**src/rtl/iter_shift_pkg.sv**
```systemverilog
// Shared types and constants for the iterative shifter.
package iter_shift_pkg;

    localparam int WIDTH_DEF   = 8;
    localparam int SHAMT_W_DEF = 3;

    // FSM encoding is kept as plain 2-bit constants so legacy code can compare raw vectors.
    typedef logic [1:0] state_t;
    localparam state_t IDLE  = 2'd0;
    localparam state_t SHIFT = 2'd1;
    localparam state_t DONE  = 2'd2;

    localparam logic DIR_LEFT  = 1'b1;
    localparam logic DIR_RIGHT = 1'b0;

endpackage

```
**src/rtl/iter_shift_unit_shift_step.sv**
```systemverilog
// Single-position left/right shift of a vector; the vacated MSB on a right shift takes fill.
module shift_step
    import iter_shift_pkg::*;
#(
    parameter int WIDTH = WIDTH_DEF
) (
    input  logic [WIDTH-1:0] data,
    input  logic             dir,
    input  logic             fill,
    output logic [WIDTH-1:0] result
);

    always_comb begin
        if (dir == DIR_LEFT)
            result = {data[WIDTH-2:0], 1'b0};
        else
            result = {fill, data[WIDTH-1:1]};
    end

endmodule

```
**src/rtl/iter_shift_unit.sv**
```systemverilog
// Multi-cycle shifter: one bit position per clock, one-cycle done pulse on completion.
// Optional macro ITER_SHIFT_ARITH_EN adds an arith input selecting sign-filling right shifts.
module iter_shift_unit
    import iter_shift_pkg::*;
#(
    parameter int WIDTH   = WIDTH_DEF,
    parameter int SHAMT_W = SHAMT_W_DEF
) (
    input  logic               clk,
    input  logic               rst,
    input  logic               start,
    input  logic [WIDTH-1:0]   in,
    input  logic [SHAMT_W-1:0] shamt,
    input  logic               dir,
`ifdef ITER_SHIFT_ARITH_EN
    input  logic               arith,
`endif
    output logic [WIDTH-1:0]   out,
    output logic               busy,
    output logic               done
);

    state_t             state;
    logic [SHAMT_W-1:0] count;
    logic               dir_q;
    logic               fill;
    logic               accept;
    logic [WIDTH-1:0]   step_out;

    // DONE accepts a new request just like IDLE, which gives back-to-back throughput.
    assign accept = start && ((state == IDLE) || (state == DONE));

`ifdef ITER_SHIFT_ARITH_EN
    logic arith_q;

    always_ff @(posedge clk or posedge rst) begin
        if (rst)
            arith_q <= 1'b0;
        else if (accept)
            arith_q <= arith;
    end

    assign fill = arith_q & out[WIDTH-1];
`else
    assign fill = 1'b0;
`endif

    shift_step #(.WIDTH(WIDTH)) u_step (
        .data   (out),
        .dir    (dir_q),
        .fill   (fill),
        .result (step_out)
    );

    // NOTE: all state below is written with <= so every register samples pre-edge values.
    always_ff @(posedge clk or posedge rst) begin
        if (rst) begin
            state <= IDLE;
            out   <= '0;
            count <= '0;
            dir_q <= DIR_RIGHT;
        end else begin
            case (state)
                IDLE, DONE: begin
                    if (accept) begin
                        out   <= in;
                        count <= shamt;
                        dir_q <= dir;
                        state <= SHIFT;
                    end else begin
                        state <= IDLE;
                    end
                end
                SHIFT: begin
                    if (count != '0) begin
                        out   <= step_out;
                        count <= count - SHAMT_W'(1);
                    end else begin
                        state <= DONE;
                    end
                end
                default: state <= IDLE;
            endcase
        end
    end

    assign busy = (state == SHIFT);
    assign done = (state == DONE);

endmodule

```
**config.mk**
```make
export PLATFORM = sky130hd
export DESIGN_NAME = iter_shift_unit
export DESIGN_NICKNAME = d
export VERILOG_FILES = /design/src/rtl/iter_shift_pkg.sv /design/src/rtl/iter_shift_unit_shift_step.sv /design/src/rtl/iter_shift_unit.sv
export SDC_FILE = /design/constraint.sdc
export NUM_CORES = 1
export LEC_CHECK = 0
export ABC_AREA = 1
export CAP_MARGIN = 0
export CELL_PAD_IN_SITES_DETAIL_PLACEMENT = 0
export CELL_PAD_IN_SITES_GLOBAL_PLACEMENT = 1
export CORE_ASPECT_RATIO = 0.8
export CORE_MARGIN = 2
export CORE_UTILIZATION = 28
export DETAILED_ROUTE_END_ITERATION = 8
export GPL_ROUTABILITY_DRIVEN = 0
export MAX_ROUTING_LAYER = met4
export PLACE_DENSITY_LB_ADDON = 0.1
export SLEW_MARGIN = 20
export SYNTH_ARGS = -nofsm -noshare
export SYNTH_HDL_FRONTEND = slang
export SYNTH_SLANG_ARGS = --single-unit
```
**constraint.sdc**
```tcl
create_clock -name clk -period 1.22 [get_ports clk]
set_input_delay 0.122 -clock clk [delete_from_list [all_inputs] [get_ports clk]]
set_output_delay 0.122 -clock clk [all_outputs]
set_load 0.02 [all_outputs]
```
# Word-level counts from Yosys, hierarchy flattened
# Index checks and enable logic that the tools add are counted.
word_totals:
  output_inout_bits: 10
  romBits: 0
  word_cells: 28
  mem_bits_rw: 0
  register_bits: 14
  inputBits: 15
  latchBits: 0
  n_memories: 0
classes:
  shifts: 0
  n_reduce_logical: 8
  muxes: 10
  magnitude_cmp: 0
  n_bitwise: 0
  n_div: 0
  n_mul: 0
  addsub: 1
  n_eq_ne: 5
ops:
  columns: ["cell", "n"]
  rows:
  - ["8-bit two-way mux", 3]
  - ["8-bit case mux with 2 select lines", 1]
  - ["3-bit two-way mux", 2]
  - ["3-bit case mux with 2 select lines", 1]
  - ["2-bit != test, second input constant", 2]
  - ["2-bit case mux with 2 select lines", 1]
  - ["3-bit AND reduction", 1]
  - ["3-bit nonzero test", 1]
  - ["3-bit by 1-bit subtractor with 3-bit output, second input constant", 1]
  - ["2-bit by 1-bit == test with 1-bit output, second input constant", 1]
  - ["2-bit == test, second input constant", 1]
  - ["2-bit zero test", 1]
  - ["2-bit two-way mux", 1]
  - ["2-bit by 1-bit != test with 1-bit output, second input constant", 1]
  - ["2-bit AND reduction", 1]
  - ["2-bit nonzero test", 1]
  - ["2-bit OR reduction", 1]
  - ["1-bit logical AND", 1]
  - ["1-bit logical OR", 1]
  - ["1-bit two-way mux", 1]

# Logic depth before layout (Yosys ltp)
# Gate-level depths: netlist (run 1).
depth:
  word_depth: 5
  depth_mapped: 8
  mapped_depth_nobuf: 7

# Modules after synthesis
# A second synthesis (run 1) with hierarchy kept.
unflattened:
  cells_unflattened: 132
  area_unflattened_um2: 872.1
by_module_without_submodules:
  columns: ["mod", "n_inst", "cells_per_inst", "area_per_inst_um2", "seq_area_each_um2"]
  rows:
  - ["iter_shift_unit", 1, 107, 770.7, 350.3]
  - ["shift_step", 1, 25, 101.3, 0.0]

# Least setup slack after synthesis (run 1)
# Ideal clock, no wire load.
synth_path:
  path_type: "register to register"
  startpoint: "register count[0]"
  endpoint: "register out[1]"
  path_buffers: 1
  t_required_ns: 1.155
  path_stages_with_launch: 8
  period_less_slack_ns: 1.169
  setup_ns: 0.065
  setup_slack_ns: 0.051
  arrival_time_ns: 1.104
  path_cell_list: "dfrtp_1 inv_1 ha_1 nand2_1 a21oi_2 buf_2 nand2_1 nand2_1"
synth_via:
  elab_chain_len: 3
synth_lines:
  columns: ["element", "line", "source"]
  rows:
  - ["start, declared", "iter_shift_unit.sv:24", "logic [SHAMT_W-1:0] count;"]
  - ["start signal, assigned", "iter_shift_unit.sv:67", "count <= shamt;"]
  - ["start signal, assigned", "iter_shift_unit.sv:77", "count <= count - SHAMT_W'(1);"]
  - ["3-bit nonzero test", "iter_shift_unit.sv:75", "if (count != '0) begin"]
  - ["2-bit by 1-bit != test with 1-bit output (no source line)", null, null]
  - ["3-bit AND reduction (no source line)", null, null]
  - ["end signal, assigned", "iter_shift_unit.sv:66", "out <= in;"]
  - ["end signal, assigned", "iter_shift_unit.sv:76", "out <= step_out;"]
  - ["end, declared", "iter_shift_unit.sv:18", "output logic [WIDTH-1:0] out,"]
# Every way passes these cells.
# A chain may end at the register's enable or synchronous reset.

# Worst setup path in the final report (run 1)
layout_path:
  startpoint: "register count[0]"
  endpoint: "register out[6]"
# Same word-level chain as after synthesis.

==> summary.txt, run 1 <==
Outcome
  • Status: finished, final reports clean

Clock network
  • Clk root buf: clkbuf_8
  • CTS clock-pin slew for the worst setup and hold paths: 60 ps
  • CTS HTree Levels: 1
  • Hold_buf cts: 0
  • TritonCTS Sinks: 14
  • CTS max path bufs: 2
  • Worst skew pair latency: 240 ps
  • CTS Buf Count: 3
  • CTS tree: done

Synthesis
  • Dominant cell type by area after synthesis: dfrtp_1
  • Syn nets: 141
  • Share of the synthesized area in the top cell type: 42.3%
  • Post-synthesis sequential area ratio: 42.3%
  • Top cells by area, synth: dfrtp_1 42%, nand2_1 36%, inv_1 4.1%
  • Synth Register Bits: 14
  • Post-Syn Area: 828 µm²
  • Syn Area/Cell: 6.68 µm²
  • Unique masters post-synth: 15
  • Synthesized instance count: 124
  • Yosys warning total: 0

Floorplan
  • # rows: 17
  • Io pins: 25
  • Die footprint: 3410 µm²
  • Die width: 64.8 µm
  • Die H: 52.6 µm
  • Core Region: 2790 µm²
  • Initial Utilization: 29.7%

GRT
  • Initial antenna violation count: 0
  • Largest net degree at the start of global routing: 17
  • First-pass GRT wire length: 3.46 mm
  • GRT Resource Usage Total: 13.9%
  • GRT overflow: 0
  • Vias in the first global route: 767

Timing
  • Rel. slew slack: 83.6%
  • Clock Skews: 0.910 ps
  • Final min period: 1160 ps
  • Unrepaired setup endpoints after global routing: true
  • Pins Over Slew Limit: 0
  • FMAX: 861 MHz
  • Final period utilization: 95.2%
  • Final Hold Vio Count: 0
  • Finish-stage setup viols: 0
  • Slew @ Worst Pin: 246 ps

Pwr
  • Leakage: 0.739 nW
  • Pwr/cell area: 2870 nW/µm²
  • Peak supply drop: 1.29 mV

Finish
  • Share of layout cells above drive strength 1: 21.6%
  • Fin area: 1320 µm²
  • Final nets: 185
  • Antenna cells: 0
  • Area delta synth->final: 59.4%
  • Layout Utilization: 47.4%
  • Fillers: 299

Routing
  • Via Count: 855
  • DRT Pass-1 Iters: 4
  • Drt first-iter violations: 5
  • Remaining DRCs: 0
  • WL per Instance: 10.5 µm
  • Vias/cell: 4.17
  • Routed Antenna Nets: 0
  • WL final: 2.16 mm

Worst hold path
  • HP Class: in -> async

Placement
  • DP Area: 1210 µm²
  • Port-buffer cells: 24
  • Final HPWL DP: 1.55 mm

Critical path
  • Worst R2R Setup Slack: 60 ps
  • Critical path startpoint category: flip-flop
  • Crit Path Category: reg -> reg
  • Crit. End Element: flip-flop
  • Crit path DAT: 1340 ps
  • Crit Path Max Fanout: 7
  • Required time of the worst setup path: 1400 ps

Run
  • # Max-Cap Violations: 0
where the power goes:
part	internal, mW	total (mW)	leakage, nW	switching (mW)
clock network	0.285	0.443	0.0288	0.157
logic	1.08	2.50	0.535	1.41
registers	0.697	0.851	0.175	0.154
total	2.07	3.79	0.739	1.72
cell usage after synthesis (all sizes together):
cell and instances:
nand3 2, a21oi 1, nand2 83, dfrtp 14, buf 4, inv 10, nor2 3, o21ai 5
ha 2
sequential cells by signal, summed over array words and instances, names as in the netlist:
signal	count
out	8
count	3
dir_q	1
state	2
logic make-up (layout without fill, tap and decap cells):
| logic type | Yosys count | after routing | synth area share (%) |
|---|---|---|---|
| AND/OR/NAND/NOR | 88 | 89 | 42.6 |
| adder cells (fa/ha/maj) | 2 | 2 | 3.02 |
| flip-flops | 14 | 14 | 42.3 |
| buffers and inverters | 14 | 56 | 8.01 |
| AO/OA/AOI/OAI | 6 | 6 | 4.08 |
through the flow:
| stage | setup WS [ps] | power, mW | setup TNS (ps) | std cells | hold slack, ps |
|---|---|---|---|---|---|
| 6_report | 58.3 | 3.79 | 0 | 205 | 175 |
| 3_3_place_gp | -15.9 | 3.18 | -15.9 | 197 | 444 |
| 4_1_cts | 3.75 | 3.60 | 0 | 201 | 182 |
| 2_1_floorplan | 51.3 | 2.22 | 0 | 124 | 11.2 |
| 3_5_place_dp | -27.3 | 3.20 | -109 | 197 | 444 |
| 5_1_grt | -19.2 | 4.15 | -63.7 | 205 | 206 |
path summary, 6_finish.rpt:
kind | from | endpoint | cells after the start
min | rst | count[1] | 3
min in group clk | dir | dir_q | 3
min reg2reg | out[7] | out[7] | 2
max reg2reg | count[0] | out[6] | 7
max | count[0] | out[6] | 7
max in group asynchronous | rst | out[1] | 3
timing repair:
item	CTS	global route
gates cloned	0	1
pin swaps	1	1
buffers inserted	0	3
resized for setup	14	12
hold endpoints to repair	0	0
endpoints found under the setup margin	21	13
critical path, stage by stage, from the launching register on:
cell     delay [ps]
dfrtp_1         390
inv_2            80
ha_4            140
nand2_4          60
a21oi_4         170
buf_6           150
nand2_1          50
nand2_1          60
layout by cell type, fill, tap and decap left out:
cell,n
a21oi_4,1
buf_12,1
buf_4,14
buf_6,3
clkbuf_2,2
clkbuf_8,4
clkdlybuf4s50_1,14
dfrtp_1,14
dlygate4sd2_1,8
ha_1,1
ha_4,1
inv_1,6
inv_2,4
nand2_1,79
nand2_2,2
nand2_4,3
nand3_1,2
nor2_1,2
nor2_4,1
o21ai_0,5
metal layers:
layer / vias to the layer above / track usage, % / routed length, µm
met5: - / - / 0
met4: 0 / 3.19 / 8
met3: 2 / 4.09 / 103
met1: 379 / 17.0 / 1080
li1: 456 / - / -
met2: 18 / 22.9 / 970
layout make-up:
type	instances	area (µm²)	share of cell area [%]
Multi-Input combinational cell	97	450	34.1
Timing Repair Buffer	42	379	28.7
Sequential cell	14	350	26.5
Clock buffer	4	55.1	4.17
Tap cell	38	47.5	3.60
Inverter	10	37.5	2.84
(Power assumes the default switching activity.)
==> run 2: changes to the inputs <==
--- a/config.mk
+++ b/config.mk
@@ -16,6 +16,7 @@
 export GPL_ROUTABILITY_DRIVEN = 0
 export MAX_ROUTING_LAYER = met4
 export PLACE_DENSITY_LB_ADDON = 0.1
+export RECOVER_POWER = 25
 export SLEW_MARGIN = 20
 export SYNTH_ARGS = -nofsm -noshare
 export SYNTH_HDL_FRONTEND = slang
==> summary.txt, run 2 (same netlist as run 1, synthesis figures left out) <==
Outcome
  • Status: finished, final reports clean (unchanged)

Critical path
  • Critical Path Most Common Cell: nand2_1 (unchanged)
  • Required time of the worst setup path: 1400 ps (about the same)
  • Crit Path Category: reg -> reg (unchanged)
  • Slowest Stage Delay on Critical Path: 390 ps (about the same)
  • Kind of cell adding the most delay to the critical path: flip-flops (unchanged)
  • Crit path DAT: 1340 ps (about the same)
  • Crit Path Max Fanout: 7 (unchanged)
  • WP buf/inv: 2 (unchanged)
  • CP cell instances: inv_2 -> ha_4 -> nand2_4 -> a21oi_4 -> buf_6 -> nand2_1 -> nand2_1 (unchanged)
  • CP max-delay cell: dfrtp_1 (unchanged)
  • Critical path startpoint category: flip-flop (unchanged)
  • Crit. End Element: flip-flop (unchanged)

Clock network
  • CTS Buf Count: 3 (unchanged)
  • CTS tree: done (unchanged)
  • TritonCTS Sinks: 14 (unchanged)
  • CTS clock-pin slew for the worst setup and hold paths: 60 ps (about the same)
  • Worst skew pair latency: 240 ps (about the same)
  • CTS HTree Levels: 1 (unchanged)
  • CTS max path bufs: 2 (unchanged)
  • Clk root buf: clkbuf_8 (unchanged)

Placement
  • DP Area: 1210 µm² (unchanged)
  • Place WS: -27.3 ps (unchanged)
  • Final HPWL DP: 1.55 mm (unchanged)
  • Port-buffer cells: 24 (unchanged)
  • Placed cell count: 197 (unchanged)

Floorplan
  • Core Region: 2790 µm² (unchanged)
  • Io pins: 25 (unchanged)
  • Die width: 64.8 µm (unchanged)
  • Die footprint: 3410 µm² (unchanged)
  • Initial Utilization: 29.7% (unchanged)
  • Die H: 52.6 µm (unchanged)
  • # rows: 17 (unchanged)

Routing
  • Remaining DRCs: 0 (unchanged)
  • Drt first-iter violations: 5 (unchanged)
  • Vias/cell: 4.17 (unchanged)
  • Routed Antenna Nets: 0 (unchanged)
  • WL final: 2.16 mm (about the same)
  • DRT Pass-1 Iters: 4 (unchanged)
  • Via Count: 855 (unchanged)
  • WL per Instance: 10.5 µm (about the same)

Finish
  • Max reg flops: 8 (unchanged)
  • Reg with most FFs: out (unchanged)
  • Area delta synth->final: 58.9% (was 59.4%)
  • Antenna cells: 0 (unchanged)
  • Non-filler cells, final: 205 (unchanged)
  • Commonest non-fill, non-tap cell in the layout: nand2_1 (unchanged)
  • Final nets: 185 (unchanged)
  • Biggest regs: out x8, count x3, state x2 (unchanged)
  • Share of layout cells above drive strength 1: 21.0% (was 21.6%)
  • Fin area: 1320 µm² (about the same)
  • Commonest cells after routing, fill and taps aside: 79 x nand2_1, 14 x dfrtp_1, 13 x clkdlybuf4s50_1, 13 x buf_4, 8 x dlygate4sd2_1 (was 79 x nand2_1, 14 x dfrtp_1, 14 x clkdlybuf4s50_1, 14 x buf_4, 8 x dlygate4sd2_1)
  • Fillers: 301 (was 299)

Pwr
  • Seq pwr share: 22.5% (about the same)
  • Combinational Power Share: 65.8% (was 65.9%)
  • Pwr/cell area: 2880 nW/µm² (was 2870 nW/µm²)
  • Peak supply drop: 1.29 mV (about the same)
  • Part of the power in the clock network: 11.7% (about the same)
  • Power Total: 3.79 mW (about the same)
  • Leakage: 0.736 nW (was 0.739 nW)
  • Cell Int Power: 2.06 mW (was 2.07 mW)
  • NetSw: 1.72 mW (about the same)
  • Sw Share: 45.5% (about the same)

Timing
  • Rel. slew slack: 48.1% (was 83.6%)
  • Final min period: 1160 ps (about the same)
  • Final period utilization: 95.2% (about the same)
  • FMAX: 861 MHz (about the same)
  • Final Hold Vio Count: 0 (unchanged)
  • Slew @ Worst Pin: 779 ps (was 246 ps)
  • Clock Skews: 0.908 ps (was 0.910 ps)
  • Unrepaired setup endpoints after global routing: true (unchanged)
  • Setup_tns: 0 ps (unchanged)
  • Pins Over Slew Limit: 0 (unchanged)
  • Finish-stage setup viols: 0 (unchanged)
  • Final WS setup: 58.2 ps (was 58.3 ps)

Worst hold path
  • HP Class: in -> reg (was in -> async)

GRT
  • GRT Resource Usage Total: 13.9% (unchanged)
  • Initial antenna violation count: 0 (unchanged)
  • GRT overflow: 0 (unchanged)
  • Largest net degree at the start of global routing: 17 (unchanged)
  • Vias in the first global route: 767 (unchanged)
  • First-pass GRT wire length: 3.46 mm (unchanged)

Run
  • # Max-Cap Violations: 0 (unchanged)
## run 2: cell types whose count changed in the layout (fill, tap and decap cells not counted)
cell             previous run  this run
clkbuf_1                    0         1
dlygate4sd3_1               0         1
clkdlybuf4s50_1            14        13
buf_4                      14        13
## run 2: area by class of cell
cell class | instances | area (µm²) | area share (%)
multi-input combinational | 97 | 450 | 34.2
timing repair buffer | 42 | 375 | 28.5
sequential | 14 | 350 | 26.6
inverter | 10 | 37.5 | 2.85
clock buffer | 4 | 55.1 | 4.18
tap | 38 | 47.5 | 3.61
## run 2: worst reg2reg max path, stage by stage (launching register included)
cell and delay [ps]:
dfrtp_1 390, inv_2 80, ha_4 140, nand2_4 60, a21oi_4 170, buf_6 150, nand2_1 60, nand2_1 60
## run 2: timing repair
item | CTS | global route
pin swaps | 1 | 1
resized for setup | 14 | 12
hold endpoints to repair | 0 | 0
gates cloned | 0 | 1
hold buffers | 0 | 0
buffers inserted | 0 | 3
setup endpoints to repair | 21 | 13
## run 2: power by group through the flow
stage / sequential, mW / combinational (mW) / clock, mW
global route: 0.880 / 2.79 / 0.481
finish: 0.851 / 2.49 / 0.443
global placement: 0.854 / 2.32 / 0
CTS: 0.848 / 2.30 / 0.460
floorplan: 0.994 / 1.22 / 0
detailed placement: 0.859 / 2.34 / 0
## run 2: path summary, 6_finish.rpt
check / end / cells after the start / start / slack [ps]
hold reg to reg: out[7] / 2 / out[7] / 500
setup reg to reg: out[6] / 7 / count[0] / 60
hold / removal: dir_q / 3 / dir / 440
setup / recovery: out[6] / 7 / count[0] / 60
min in group asynchronous: count[1] / 3 / rst / 520
max in group asynchronous: out[1] / 3 / rst / 210
## run 2: routing by layer
layer	up-vias	routed length (µm)	GRT usage, %
met4	0	8	3.19
met2	18	970	22.9
li1	456	-	-
met5	-	0	-
met1	379	1080	17.0
met3	2	103	4.09
## run 2: stage by stage
step / hold slack [ps] / utilization, %
after global placement: 444 / 43.5
after detailed placement: 444 / 43.5
after floorplan: 11.2 / -
after CTS: 182 / 45.4
final: 443 / 47.2
after global routing: 445 / 47.2
